$ cat config.mk
export PLATFORM = sky130hd
export DESIGN_NAME = csr_file_flat
export DESIGN_NICKNAME = d
export VERILOG_FILES = /design/src/rtl/csr_file_pkg.sv /design/src/rtl/csr_file_if.sv /design/src/rtl/csr_counter64.sv /design/src/rtl/csr_file.sv /design/src/flat_wrapper.sv
export SDC_FILE = /design/constraint.sdc
export NUM_CORES = 1
export LEC_CHECK = 0
export ABC_CLOCK_PERIOD_IN_PS = 11480
export CORE_MARGIN = 2
export CORE_UTILIZATION = 60
export DETAILED_ROUTE_END_ITERATION = 7
export GPL_TIMING_DRIVEN = 0
export HOLD_SLACK_MARGIN = 0.05
export PLACE_DENSITY_LB_ADDON = 0.08
export SKIP_LAST_GASP = 1
export SLEW_MARGIN = 10
export SYNTH_ARGS = -nofsm -noshare
export SYNTH_HDL_FRONTEND = slang
export SYNTH_SLANG_ARGS = --single-unit
$ cat constraint.sdc
create_clock -name clk -period 11.48 [get_ports clk]
set_clock_uncertainty 0.05 [all_clocks]
set_input_delay 1.722 -clock clk [delete_from_list [all_inputs] [get_ports clk]]
set_output_delay 1.722 -clock clk [all_outputs]
set_load 0.01 [all_outputs]
$ cat src/rtl/csr_file_pkg.sv
// Shared CSR constants, register-state payload and read-mux helper for csr_file.
// Consumed by csr_file and by the trap controller.
package csr_file_pkg;

  localparam int unsigned CSR_XLEN = 32;
  localparam int unsigned CSR_ADDR_W = 12;

  localparam logic [11:0] CSR_MSTATUS   = 12'h300;
  localparam logic [11:0] CSR_MISA      = 12'h301;
  localparam logic [11:0] CSR_MIE       = 12'h304;
  localparam logic [11:0] CSR_MTVEC     = 12'h305;
  localparam logic [11:0] CSR_MSCRATCH  = 12'h340;
  localparam logic [11:0] CSR_MEPC      = 12'h341;
  localparam logic [11:0] CSR_MCAUSE    = 12'h342;
  localparam logic [11:0] CSR_MTVAL     = 12'h343;
  localparam logic [11:0] CSR_MIP       = 12'h344;
  localparam logic [11:0] CSR_MCYCLE    = 12'hB00;
  localparam logic [11:0] CSR_MINSTRET  = 12'hB02;
  localparam logic [11:0] CSR_MCYCLEH   = 12'hB80;
  localparam logic [11:0] CSR_MINSTRETH = 12'hB82;
  localparam logic [11:0] CSR_CYCLE     = 12'hC00;
  localparam logic [11:0] CSR_INSTRET   = 12'hC02;
  localparam logic [11:0] CSR_CYCLEH    = 12'hC80;
  localparam logic [11:0] CSR_INSTRETH  = 12'hC82;
  localparam logic [11:0] CSR_MVENDORID = 12'hF11;
  localparam logic [11:0] CSR_MARCHID   = 12'hF12;
  localparam logic [11:0] CSR_MIMPID    = 12'hF13;
  localparam logic [11:0] CSR_MHARTID   = 12'hF14;

  localparam logic [2:0] CSR_OP_RW  = 3'b001;
  localparam logic [2:0] CSR_OP_RS  = 3'b010;
  localparam logic [2:0] CSR_OP_RC  = 3'b011;
  localparam logic [2:0] CSR_OP_RWI = 3'b101;
  localparam logic [2:0] CSR_OP_RSI = 3'b110;
  localparam logic [2:0] CSR_OP_RCI = 3'b111;

  localparam int unsigned MSTATUS_MIE_BIT  = 3;
  localparam int unsigned MSTATUS_MPIE_BIT = 7;
  localparam int unsigned MSTATUS_MPP_LO   = 11;
  localparam int unsigned MSTATUS_MPP_HI   = 12;

  typedef struct packed {
    logic        mstatus_mie;
    logic        mstatus_mpie;
    logic [31:0] mie;
    logic [31:0] mtvec;
    logic [31:0] mscratch;
    logic [31:0] mepc;
    logic [31:0] mcause;
    logic [31:0] mtval;
    logic [63:0] mcycle;
    logic [63:0] minstret;
  } csr_state_t;

  function automatic logic csr_is_counter(input logic [11:0] a);
    case (a)
      CSR_MCYCLE, CSR_MCYCLEH, CSR_MINSTRET, CSR_MINSTRETH,
      CSR_CYCLE, CSR_CYCLEH, CSR_INSTRET, CSR_INSTRETH: return 1'b1;
      default: return 1'b0;
    endcase
  endfunction

  function automatic logic csr_implemented(input logic [11:0] a);
    case (a)
      CSR_MSTATUS, CSR_MISA, CSR_MIE, CSR_MTVEC, CSR_MSCRATCH, CSR_MEPC,
      CSR_MCAUSE, CSR_MTVAL, CSR_MIP, CSR_MVENDORID, CSR_MARCHID,
      CSR_MIMPID, CSR_MHARTID: return 1'b1;
      default: return csr_is_counter(a);
    endcase
  endfunction

  function automatic logic [31:0] csr_read(input csr_state_t s, input logic [11:0] a,
                                           input logic [31:0] misa, input logic [31:0] hartid);
    logic [31:0] r;
    r = '0;
    case (a)
      CSR_MSTATUS: begin
        r[MSTATUS_MIE_BIT]                 = s.mstatus_mie;
        r[MSTATUS_MPIE_BIT]                = s.mstatus_mpie;
        r[MSTATUS_MPP_HI:MSTATUS_MPP_LO]   = 2'b11;
      end
      CSR_MISA:                  r = misa;
      CSR_MIE:                   r = s.mie;
      CSR_MTVEC:                 r = s.mtvec;
      CSR_MSCRATCH:              r = s.mscratch;
      CSR_MEPC:                  r = s.mepc;
      CSR_MCAUSE:                r = s.mcause;
      CSR_MTVAL:                 r = s.mtval;
      CSR_MCYCLE,   CSR_CYCLE:   r = s.mcycle[31:0];
      CSR_MCYCLEH,  CSR_CYCLEH:  r = s.mcycle[63:32];
      CSR_MINSTRET, CSR_INSTRET: r = s.minstret[31:0];
      CSR_MINSTRETH, CSR_INSTRETH: r = s.minstret[63:32];
      CSR_MHARTID:               r = hartid;
      default:                   r = '0;
    endcase
    return r;
  endfunction

endpackage

$ cat src/rtl/csr_file_if.sv
// CSR access bundle: trap-controller port, Zicsr instruction port and retire strobe.
interface csr_file_if #(parameter int unsigned XLEN = 32);
  logic            trap_write_enable;
  logic [11:0]     trap_address;
  logic [XLEN-1:0] trap_write_data;
  logic [XLEN-1:0] trap_read_data;
  logic            instr_csr_enable;
  logic [2:0]      instr_csr_op;
  logic [11:0]     instr_csr_address;
  logic [XLEN-1:0] instr_csr_src;
  logic            instr_csr_rs1_zero;
  logic [XLEN-1:0] instr_read_data;
  logic            illegal_csr;
  logic            instr_retired;

  modport slave (
    input  trap_write_enable, trap_address, trap_write_data,
    input  instr_csr_enable, instr_csr_op, instr_csr_address, instr_csr_src,
    input  instr_csr_rs1_zero, instr_retired,
    output trap_read_data, instr_read_data, illegal_csr
  );

  modport master (
    output trap_write_enable, trap_address, trap_write_data,
    output instr_csr_enable, instr_csr_op, instr_csr_address, instr_csr_src,
    output instr_csr_rs1_zero, instr_retired,
    input  trap_read_data, instr_read_data, illegal_csr
  );
endinterface

$ cat src/rtl/csr_counter64.sv
// 64-bit wrapping counter with half-word overwrite; present only with CSR_COUNTERS_EN.
// A half write replaces that half and suppresses the increment for the cycle.
`ifdef CSR_COUNTERS_EN
module csr_counter64 (
  input  logic        clk,
  input  logic        reset,
  input  logic        inc,
  input  logic        wr_lo,
  input  logic        wr_hi,
  input  logic [31:0] wdata,
  output logic [63:0] count
);
  always_ff @(posedge clk or posedge reset) begin
    if (reset)      count         <= '0;
    else if (wr_lo) count[31:0]   <= wdata;
    else if (wr_hi) count[63:32]  <= wdata;
    else if (inc)   count         <= count + 64'd1;
  end
endmodule
`endif

$ cat src/rtl/csr_file.sv
// Machine-mode CSR file for the RV32I core (trap port + Zicsr port, 0-cycle reads).
// Macro CSR_COUNTERS_EN enables the mcycle/minstret counters and their shadows.
module csr_file
  import csr_file_pkg::*;
#(
  parameter int unsigned XLEN        = 32,
  parameter logic [31:0] MHARTID     = 32'd0,
  parameter logic [31:0] MISA_VALUE  = 32'h4000_0100,
  parameter logic [31:0] RESET_MTVEC = 32'h0000_0000
) (
  input logic       clk,
  input logic       reset,
  csr_file_if.slave bus
);

`ifdef CSR_COUNTERS_EN
  localparam bit COUNTERS_EN = 1'b1;
`else
  localparam bit COUNTERS_EN = 1'b0;
`endif

  logic        mstatus_mie, mstatus_mpie;
  logic [31:0] mie_q, mtvec_q, mscratch_q, mepc_q, mcause_q, mtval_q;
  logic [63:0] mcycle, minstret;
  csr_state_t  st;

  logic        set_clr, would_write, op_valid, ro_fault, illegal;
  logic        instr_we, wr_en;
  logic [11:0] wr_addr;
  logic [31:0] old_val, instr_wdata, wr_data;

  assign st = '{mstatus_mie: mstatus_mie, mstatus_mpie: mstatus_mpie, mie: mie_q,
                mtvec: mtvec_q, mscratch: mscratch_q, mepc: mepc_q, mcause: mcause_q,
                mtval: mtval_q, mcycle: mcycle, minstret: minstret};

  assign bus.trap_read_data  = csr_read(st, bus.trap_address, MISA_VALUE, MHARTID);
  assign old_val             = csr_read(st, bus.instr_csr_address, MISA_VALUE, MHARTID);
  assign bus.instr_read_data = old_val;

  // Set/clear forms with a zero source neither write nor fault on read-only space.
  always_comb begin
    set_clr     = bus.instr_csr_op[1];
    would_write = !(set_clr && bus.instr_csr_rs1_zero);
    op_valid    = (bus.instr_csr_op[1:0] != 2'b00);
    ro_fault    = (bus.instr_csr_address[11:10] == 2'b11) && would_write &&
                  (COUNTERS_EN || !csr_is_counter(bus.instr_csr_address));
    illegal     = bus.instr_csr_enable &&
                  (!csr_implemented(bus.instr_csr_address) || ro_fault || !op_valid);
    case (bus.instr_csr_op[1:0])
      2'b01:   instr_wdata = bus.instr_csr_src;
      2'b10:   instr_wdata = old_val | bus.instr_csr_src;
      default: instr_wdata = old_val & ~bus.instr_csr_src;
    endcase
    // Trap writes take the single write slot; a colliding instruction write is dropped.
    instr_we = bus.instr_csr_enable && !illegal && would_write && !bus.trap_write_enable;
    wr_en    = bus.trap_write_enable || instr_we;
    wr_addr  = bus.trap_write_enable ? bus.trap_address    : bus.instr_csr_address;
    wr_data  = bus.trap_write_enable ? bus.trap_write_data : instr_wdata;
  end

  assign bus.illegal_csr = illegal;

  always_ff @(posedge clk or posedge reset) begin
    if (reset) begin
      mstatus_mie  <= 1'b0;
      mstatus_mpie <= 1'b0;
      mie_q        <= '0;
      mtvec_q      <= {RESET_MTVEC[31:2], 2'b00};
      mscratch_q   <= '0;
      mepc_q       <= '0;
      mcause_q     <= '0;
      mtval_q      <= '0;
    end else if (wr_en) begin
      case (wr_addr)
        CSR_MSTATUS: begin
          mstatus_mie  <= wr_data[MSTATUS_MIE_BIT];
          mstatus_mpie <= wr_data[MSTATUS_MPIE_BIT];
        end
        CSR_MIE:      mie_q      <= wr_data;
        CSR_MTVEC:    mtvec_q    <= {wr_data[31:2], 2'b00};
        CSR_MSCRATCH: mscratch_q <= wr_data;
        CSR_MEPC:     mepc_q     <= {wr_data[31:2], 2'b00};
        CSR_MCAUSE:   mcause_q   <= wr_data;
        CSR_MTVAL:    mtval_q    <= wr_data;
        default: ;
      endcase
    end
  end

`ifdef CSR_COUNTERS_EN
  csr_counter64 u_mcycle (
    .clk   (clk),
    .reset (reset),
    .inc   (1'b1),
    .wr_lo (wr_en && (wr_addr == CSR_MCYCLE)),
    .wr_hi (wr_en && (wr_addr == CSR_MCYCLEH)),
    .wdata (wr_data),
    .count (mcycle)
  );

  csr_counter64 u_minstret (
    .clk   (clk),
    .reset (reset),
    .inc   (bus.instr_retired),
    .wr_lo (wr_en && (wr_addr == CSR_MINSTRET)),
    .wr_hi (wr_en && (wr_addr == CSR_MINSTRETH)),
    .wdata (wr_data),
    .count (minstret)
  );
`else
  logic unused_retired;
  assign unused_retired = bus.instr_retired;
  assign mcycle         = '0;
  assign minstret       = '0;
`endif

endmodule

$ cat src/flat_wrapper.sv
// flat-port wrapper written by rule: the top's interface ports become plain ports
module csr_file_flat import csr_file_pkg::*;
#(
  parameter int unsigned XLEN        = 32,
  parameter logic [31:0] MHARTID     = 32'd0,
  parameter logic [31:0] MISA_VALUE  = 32'h4000_0100,
  parameter logic [31:0] RESET_MTVEC = 32'h0000_0000
)
  (clk, reset, bus_trap_write_enable, bus_trap_address, bus_trap_write_data, bus_instr_csr_enable, bus_instr_csr_op, bus_instr_csr_address, bus_instr_csr_src, bus_instr_csr_rs1_zero, bus_instr_retired, bus_trap_read_data, bus_instr_read_data, bus_illegal_csr);
  csr_file_if #(.XLEN(XLEN)) bus_i ();
  input logic clk;
  input logic reset;
  input wire logic [$bits(bus_i.trap_write_enable)-1:0] bus_trap_write_enable;
  input wire logic [$bits(bus_i.trap_address)-1:0] bus_trap_address;
  input wire logic [$bits(bus_i.trap_write_data)-1:0] bus_trap_write_data;
  input wire logic [$bits(bus_i.instr_csr_enable)-1:0] bus_instr_csr_enable;
  input wire logic [$bits(bus_i.instr_csr_op)-1:0] bus_instr_csr_op;
  input wire logic [$bits(bus_i.instr_csr_address)-1:0] bus_instr_csr_address;
  input wire logic [$bits(bus_i.instr_csr_src)-1:0] bus_instr_csr_src;
  input wire logic [$bits(bus_i.instr_csr_rs1_zero)-1:0] bus_instr_csr_rs1_zero;
  input wire logic [$bits(bus_i.instr_retired)-1:0] bus_instr_retired;
  output wire logic [$bits(bus_i.trap_read_data)-1:0] bus_trap_read_data;
  output wire logic [$bits(bus_i.instr_read_data)-1:0] bus_instr_read_data;
  output wire logic [$bits(bus_i.illegal_csr)-1:0] bus_illegal_csr;
  assign bus_i.trap_write_enable = bus_trap_write_enable;
  assign bus_i.trap_address = bus_trap_address;
  assign bus_i.trap_write_data = bus_trap_write_data;
  assign bus_i.instr_csr_enable = bus_instr_csr_enable;
  assign bus_i.instr_csr_op = bus_instr_csr_op;
  assign bus_i.instr_csr_address = bus_instr_csr_address;
  assign bus_i.instr_csr_src = bus_instr_csr_src;
  assign bus_i.instr_csr_rs1_zero = bus_instr_csr_rs1_zero;
  assign bus_i.instr_retired = bus_instr_retired;
  assign bus_trap_read_data = bus_i.trap_read_data;
  assign bus_instr_read_data = bus_i.instr_read_data;
  assign bus_illegal_csr = bus_i.illegal_csr;
  csr_file #(.XLEN(XLEN), .MHARTID(MHARTID), .MISA_VALUE(MISA_VALUE), .RESET_MTVEC(RESET_MTVEC)) u_core (.clk(clk), .reset(reset), .bus(bus_i));
endmodule
==> impl_metrics.env, run 1 <==
export IMPL_status="complete, no violations"
export IMPL_synth_top_cells_by_count="190 x dfrtp_1, 153 x a21oi_1, 137 x nor2_1, 78 x mux2_2, 59 x mux2i_1"
export IMPL_io_pins=162
export IMPL_rows=50
export IMPL_max_stage_delay_ns=0.70
export IMPL_final_util_pct=74.0
export IMPL_yosysWarnings=0
export IMPL_finalCritPeriodShare_pct=63.4
export IMPL_synth_flop_cell="dfrtp_1"
export IMPL_period_needed_ns=7.28
export IMPL_syn2layout_area_growth_pct=21.6
export IMPL_leakage_nw=5.85
export IMPL_critPathTopFamily="buffers and inverters"
export IMPL_dr_total_vias=10400
export IMPL_grt_pass1_wl_um=60200
export IMPL_crit_slowest_cell="clkbuf_1"
export IMPL_r2r_end="u_core.mstatus_mie$_DFFE_PP0P_"
export IMPL_crit_chain="clkdlybuf4s50_1 -> or4_1 -> or2_2 -> clkbuf_1 -> nor2b_1 -> clkbuf_1 -> clkbuf_1 -> o2bb2ai_1 -> clkdlybuf4s50_1"
export IMPL_required_ns=9.71
export IMPL_cp_arrival_ns=5.51
export IMPL_wl_met3_um=4540
export IMPL_h_tree_depth=4
export IMPL_synth_seq_area_share_pct=41.9
export IMPL_drt_iter0_drc=1371
export IMPL_wl_met2_um=17800
export IMPL_antennaDiodeCount=0
export IMPL_reg2reg_from="u_core.mepc_q[3]$_DFFE_PP0P_"
export IMPL_maxCapViolCount=0
export IMPL_seqPwrFrac_pct=46.2
export IMPL_clk_latency_ns=0.46
export IMPL_ff2ff_setup_slack_ns=9.03
export IMPL_grt_max_degree=114
export IMPL_pwr_share_comb_pct=12.1
export IMPL_dr_pass1_iters=6
export IMPL_gr_total_overflow=0
export IMPL_nets=1334
export IMPL_cp_max_fo=10
export IMPL_syn_nets=1162
export IMPL_core_area_mm2=0.0186
export IMPL_antenna_found_initial=0
export IMPL_cellPowerDensity_mw_per_mm2=106
export IMPL_fp_dieW_um=142
export IMPL_critPathBufInv=5
export IMPL_clock_sinks=190
export IMPL_swShare_pct=28.8
export IMPL_ys_seq_elements=190
export IMPL_post_cts_buffers=0
export IMPL_wire_per_inst_um=26.7
export IMPL_worstSetupStartpoint="bus_trap_address[3]"
export IMPL_finalHoldViolations=0
export IMPL_first_global_vias=10500
export IMPL_drt_met1_wl_um=15000
export IMPL_drt_wl_total_um=39600
export IMPL_netlist_instances=1062
export IMPL_grtUsageTotal_pct=40.5
export IMPL_fill_cells=1361
export IMPL_critPathKind="input pin to output pin"
export IMPL_numPortBuffers=152
export IMPL_synth_top_area_cell="dfrtp_1"
export IMPL_slew_headroom_pct=14.3
export IMPL_hold_depth=1
export IMPL_fp_dieH_um=142
export IMPL_cts_repair_resized=0
export IMPL_async_reset_ff_share_pct=100
export IMPL_finalSetupViolCount=0
export IMPL_drc=0
export IMPL_cp_end_kind="output pin"
export IMPL_synth_most_common_cell="dfrtp_1"
export IMPL_min_to="u_core.mepc_q[20]$_DFFE_PP0P_"
export IMPL_hpwl_um=27400
export IMPL_final_layout_size_suffix_gt1_share_pct=16.7
export IMPL_dieArea_mm2=0.0200
export IMPL_tightest_slew_ns=1.29
export IMPL_synth_cell_types=63
export IMPL_gp_congestion=0.981
export IMPL_multi_input_comb_area_mm2=0.00615
export IMPL_seq_area_mm2=0.00475
export IMPL_clkPwrFrac_pct=41.7
export IMPL_cts_buffers=17
export IMPL_netlist_top_cells_area="dfrtp_1 42%, mux4_2 11%, mux2_2 7.7%"
export IMPL_worstHoldStart="u_core.mepc_q[20]$_DFFE_PP0P_"
export IMPL_internal_power_w=0.00104
export IMPL_synth_area_mm2=0.0114
export IMPL_ff2ff_path_depth=5
export IMPL_crit_top_cell="clkbuf_1"
export IMPL_p_sw_w=0.000421
export IMPL_synth_edf_count=0
export IMPL_cts_root_buf="clkbuf_16"
export IMPL_synth_top_cell_area_share_pct=41.9
export IMPL_path_clk_slew_ns=0.07
export IMPL_worstSetupStartpointType="input pin"
export IMPL_start_util_pct=60.9
export IMPL_slew_viol_final=0
export IMPL_rsz0062_at_grt="no"
export IMPL_highest_layer="met4"
export IMPL_via_per_inst=7.03
export IMPL_ctsLongestPathBuffers=2
export IMPL_final_antenna_net_count=0
export IMPL_fmax_mhz=137
export IMPL_hp_class="flop to flop"
export IMPL_vdd_ir_drop_max_mv=0.104
export IMPL_cts_tree="done"
export IMPL_ctsHoldBuffers=0
export IMPL_tns_ns=0
export IMPL_synth_area_per_cell_um2=10.7
worst max-delay path by stage:
| stage | to | cells past startpoint | slack, ns |
|---|---|---|---|
| 3_5_place_dp | bus_trap_read_data[4] | 9 | 4.32 |
| 5_1_grt | bus_trap_read_data[4] | 9 | 4.16 |
| 3_3_place_gp | u_core.mie_q[0]$_DFFE_PP0P_ | 2 | 2.11 |
| 4_1_cts | bus_trap_read_data[4] | 9 | 4.32 |
| 6_report | bus_trap_read_data[4] | 9 | 4.20 |
| 2_1_floorplan | u_core.mcause_q[0]$_DFFE_PP0P_ | 1 | 4.54 |
cells in the final DEF, fill, tap and decap left out, types with 6 or more instances in the layout:
cell type | synthesis | layout
mux4_2 | 54 | 54
nand2b_1 | 9 | 9
buf_4 | 6 | 6
nor2b_1 | 17 | 17
clkdlybuf4s50_1 | 0 | 152
inv_1 | 15 | 14
mux2_2 | 78 | 78
buf_2 | 20 | 20
mux2_1 | 20 | 20
o31a_1 | 13 | 13
nor3_1 | 24 | 24
nor2_1 | 137 | 137
dfrtp_1 | 190 | 190
nand2_1 | 27 | 27
nand4_1 | 8 | 8
o2bb2ai_1 | 38 | 38
a21oi_1 | 153 | 153
clkbuf_16 | 0 | 17
mux2i_1 | 59 | 59
nand3_1 | 11 | 11
a22oi_1 | 16 | 16
nor4_1 | 6 | 6
a211oi_1 | 12 | 12
o221ai_1 | 6 | 6
o21ai_0 | 11 | 11
clkbuf_1 | 48 | 48
buf_1 | 12 | 12
metal layers:
metal / vias up / track usage (%)
met4: 0 / 24.0
met3: 162 / 11.0
met2: 744 / 61.7
li1: 4351 / -
met1: 5160 / 52.6
met5: - / 0
cells by family after synthesis:
| group | count (synthesis) | synth area share, % |
|---|---|---|
| flops | 190 | 41.9 |
| fa+ha+maj | 3 | 0.331 |
| buf+inv | 103 | 3.96 |
| compound gates | 288 | 17.0 |
| simple gates | 267 | 11.2 |
| mux | 211 | 25.6 |
sequential cells by signal, summed over array words and instances, names as in the netlist:
register             count
u_core.mcause_q         32
u_core.mepc_q           30
u_core.mie_q            32
u_core.mscratch_q       32
u_core.mstatus_mie       1
u_core.mstatus_mpie      1
u_core.mtval_q          32
u_core.mtvec_q          30
power by group through the flow:
stage | sequential (W) | combinational, W | clock (W)
finish | 0.000676 | 0.000177 | 0.000610
global placement | 0.000689 | 0.000168 | 0
global route | 0.000676 | 0.000189 | 0.000637
detailed placement | 0.000689 | 0.000172 | 0
CTS | 0.000675 | 0.000173 | 0.000609
floorplan | 0.000688 | 0.0000960 | 0
area by class of cell:
cell class / count / share of cell area [%]
timing repair buffer: 153 / 11.2
multi-input combinational: 769 / 44.6
sequential: 190 / 34.4
tap: 234 / 2.12
buffer: 88 / 2.85
clock inverter: 14 / 1.16
inverter: 15 / 0.462
clock buffer: 18 / 3.18
stage by stage:
stage / cells / worst slack (ns) / hold WS [ns] / instance area [um2] / total power, W
floorplan: 1062 / 4.54 / 0.420 / 11400 / 0.000784
global placement: 1448 / 2.11 / 0.430 / 13200 / 0.000857
detailed placement: 1449 / 4.32 / 0.444 / 13200 / 0.000861
CTS: 1481 / 4.32 / 0.463 / 13800 / 0.00146
global route: 1481 / 4.16 / 0.493 / 13800 / 0.00150
finish: 1481 / 4.20 / 0.472 / 13800 / 0.00146
Note: power is estimated with default switching activity, not from simulation.
==> run 2: changes to the inputs <==
--- a/config.mk
+++ b/config.mk
@@ -5,9 +5,9 @@
 export SDC_FILE = /design/constraint.sdc
 export NUM_CORES = 1
 export LEC_CHECK = 0
-export ABC_CLOCK_PERIOD_IN_PS = 11480
+export ABC_CLOCK_PERIOD_IN_PS = 6100
 export CORE_MARGIN = 2
-export CORE_UTILIZATION = 60
+export CORE_UTILIZATION = 50
 export DETAILED_ROUTE_END_ITERATION = 7
 export GPL_TIMING_DRIVEN = 0
 export HOLD_SLACK_MARGIN = 0.05
==> constraint.sdc (replaced) <==
create_clock -name clk -period 6.1 [get_ports clk]
set_clock_uncertainty 0.05 [all_clocks]
set_input_delay 0.915 -clock clk [delete_from_list [all_inputs] [get_ports clk]]
set_output_delay 0.915 -clock clk [all_outputs]
set_load 0.01 [all_outputs]
==> impl_metrics.env, run 2 (synthesis gave the netlist of run 1 again) <==
export IMPL_status="complete, no violations"
export IMPL_ctsLongestPathBuffers=2
export IMPL_layout_common_cells="190 x dfrtp_1, 153 x a21oi_1, 152 x clkdlybuf4s50_1"
export IMPL_grt_max_degree=37
export IMPL_fmax_mhz=181
export IMPL_required_ns=5.13
export IMPL_via_per_inst=6.56
export IMPL_first_global_vias=9847
export IMPL_ctsHoldBuffers=0
export IMPL_cts_buffers=17
export IMPL_cellPowerDensity_mw_per_mm2=197
export IMPL_final_common_cell="dfrtp_1"
export IMPL_crit_chain="clkdlybuf4s50_1 -> or4_1 -> or2_2 -> clkbuf_1 -> nor2b_1 -> clkbuf_1 -> clkbuf_1 -> o2bb2ai_1 -> clkdlybuf4s50_1"
export IMPL_fill_cells=1838
export IMPL_tns_ns=0
export IMPL_dr_pass1_iters=5
export IMPL_worstSetupStartpointType="input pin"
export IMPL_cts_root_buf="clkbuf_16"
export IMPL_io_pins=162
export IMPL_drc=0
export IMPL_post_cts_buffers=0
export IMPL_r2r_end="u_core.mtvec_q[3]$_DFFE_PP0P_"
export IMPL_fp_dieW_um=155
export IMPL_fp_dieH_um=155
export IMPL_gr_total_overflow=0
export IMPL_cp_end_kind="output pin"
export IMPL_cts_repair_resized=0
export IMPL_finalCritPeriodShare_pct=90.6
export IMPL_leakage_nw=5.87
export IMPL_numPortBuffers=152
export IMPL_hp_class="flop to flop"
export IMPL_reg2reg_from="u_core.mepc_q[3]$_DFFE_PP0P_"
export IMPL_grtUsageTotal_pct=33.3
export IMPL_path_clk_slew_ns=0.07
export IMPL_max_stage_delay_ns=0.68
export IMPL_hold_depth=1
export IMPL_final_layout_size_suffix_gt1_share_pct=16.9
export IMPL_worstHoldStart="u_core.mepc_q[20]$_DFFE_PP0P_"
export IMPL_syn2layout_area_growth_pct=22.7
export IMPL_setup_ws_ns=0.574
export IMPL_drt_wl_total_um=39600
export IMPL_core_area_mm2=0.0224
export IMPL_place_ws_ns=0.564
export IMPL_ff2ff_setup_slack_ns=3.65
export IMPL_cts_tree="done"
export IMPL_wire_per_inst_um=25.8
export IMPL_hpwl_um=28300
export IMPL_cp_max_fo=10
export IMPL_crit_top_cell="clkbuf_1"
export IMPL_crit_slowest_cell="clkbuf_1"
export IMPL_antennaDiodeCount=0
export IMPL_drt_iter0_drc=1032
export IMPL_min_to="u_core.mepc_q[20]$_DFFE_PP0P_"
export IMPL_h_tree_depth=4
export IMPL_start_util_pct=50.6
export IMPL_cp_arrival_ns=4.56
export IMPL_gp_congestion=0.973
export IMPL_dieArea_mm2=0.0239
export IMPL_clock_sinks=190
export IMPL_critPathKind="input pin to output pin"
export IMPL_dr_total_vias=10100
export IMPL_nets=1338
export IMPL_rows=55
export IMPL_slew_viol_final=0
export IMPL_antenna_found_initial=0
export IMPL_vdd_ir_drop_max_mv=0.177
export IMPL_maxCapViolCount=0
export IMPL_grt_pass1_wl_um=59400
export IMPL_clk_latency_ns=0.44
export IMPL_rsz0062_at_grt="no"
export IMPL_period_needed_ns=5.53
export IMPL_ff2ff_path_depth=5
export IMPL_finalHoldViolations=0
export IMPL_final_antenna_net_count=0
export IMPL_tightest_slew_ns=1.22
export IMPL_finalSetupViolCount=0
export IMPL_slew_headroom_pct=19.0
-- run 2: power breakdown --
part,switching (W),internal (W)
logic,0.000204,0.000133
registers,0.00000569,0.00127
clock network,0.000577,0.000554
-- run 2: stage by stage --
stage,instances,instance area (um2),hold WS (ns),power (W),utilization [%]
after global routing,1536,13900,0.483,0.00282,62.1
after floorplan,1062,11400,0.420,0.00148,-
after detailed placement,1504,13300,0.440,0.00163,59.4
final,1536,13900,0.458,0.00274,62.1
after CTS,1536,13900,0.457,0.00274,62.1
after global placement,1499,13200,0.432,0.00162,59.0
-- run 2: cell type report --
cell class	instances	area (um2)	share of cell area [%]
buffer	88	393	2.82
clock buffer	17	425	3.05
clock inverter	15	171	1.23
inverter	15	60.1	0.431
multi-input combinational	769	6150	44.1
sequential	190	4750	34.1
tap	285	357	2.56
timing repair buffer	157	1620	11.6
-- run 2: layer usage --
| layer | GRT usage [%] | routed length [um] | vias up |
|---|---|---|---|
| met4 | 12.7 | 1450 | 0 |
| met2 | 52.8 | 18300 | 580 |
| met5 | 0 | 0 | - |
| met1 | 44.8 | 15900 | 5050 |
| met3 | 7.99 | 4010 | 90 |
| li1 | - | - | 4351 |
-- run 2: worst max-delay path by stage --
stage	from	endpoint	slack, ns	depth (start not counted)
CTS	bus_trap_address[3]	bus_trap_read_data[4]	0.57	9
global placement	bus_trap_address[5]	bus_trap_read_data[4]	0.52	9
detailed placement	bus_trap_address[5]	bus_trap_read_data[4]	0.56	9
finish	bus_trap_address[3]	bus_trap_read_data[4]	0.57	9
floorplan	bus_trap_address[3]	bus_trap_read_data[13]	2.35	7
global route	bus_trap_address[3]	bus_trap_read_data[4]	0.44	9
-- run 2: worst max-delay path, delay by kind of cell --
kind / cells / cell delay (ns)
buffers and inverters: 5 / 2.38
AND/OR/NAND/NOR: 3 / 1.01
AO/OA/AOI/OAI: 1 / 0.26
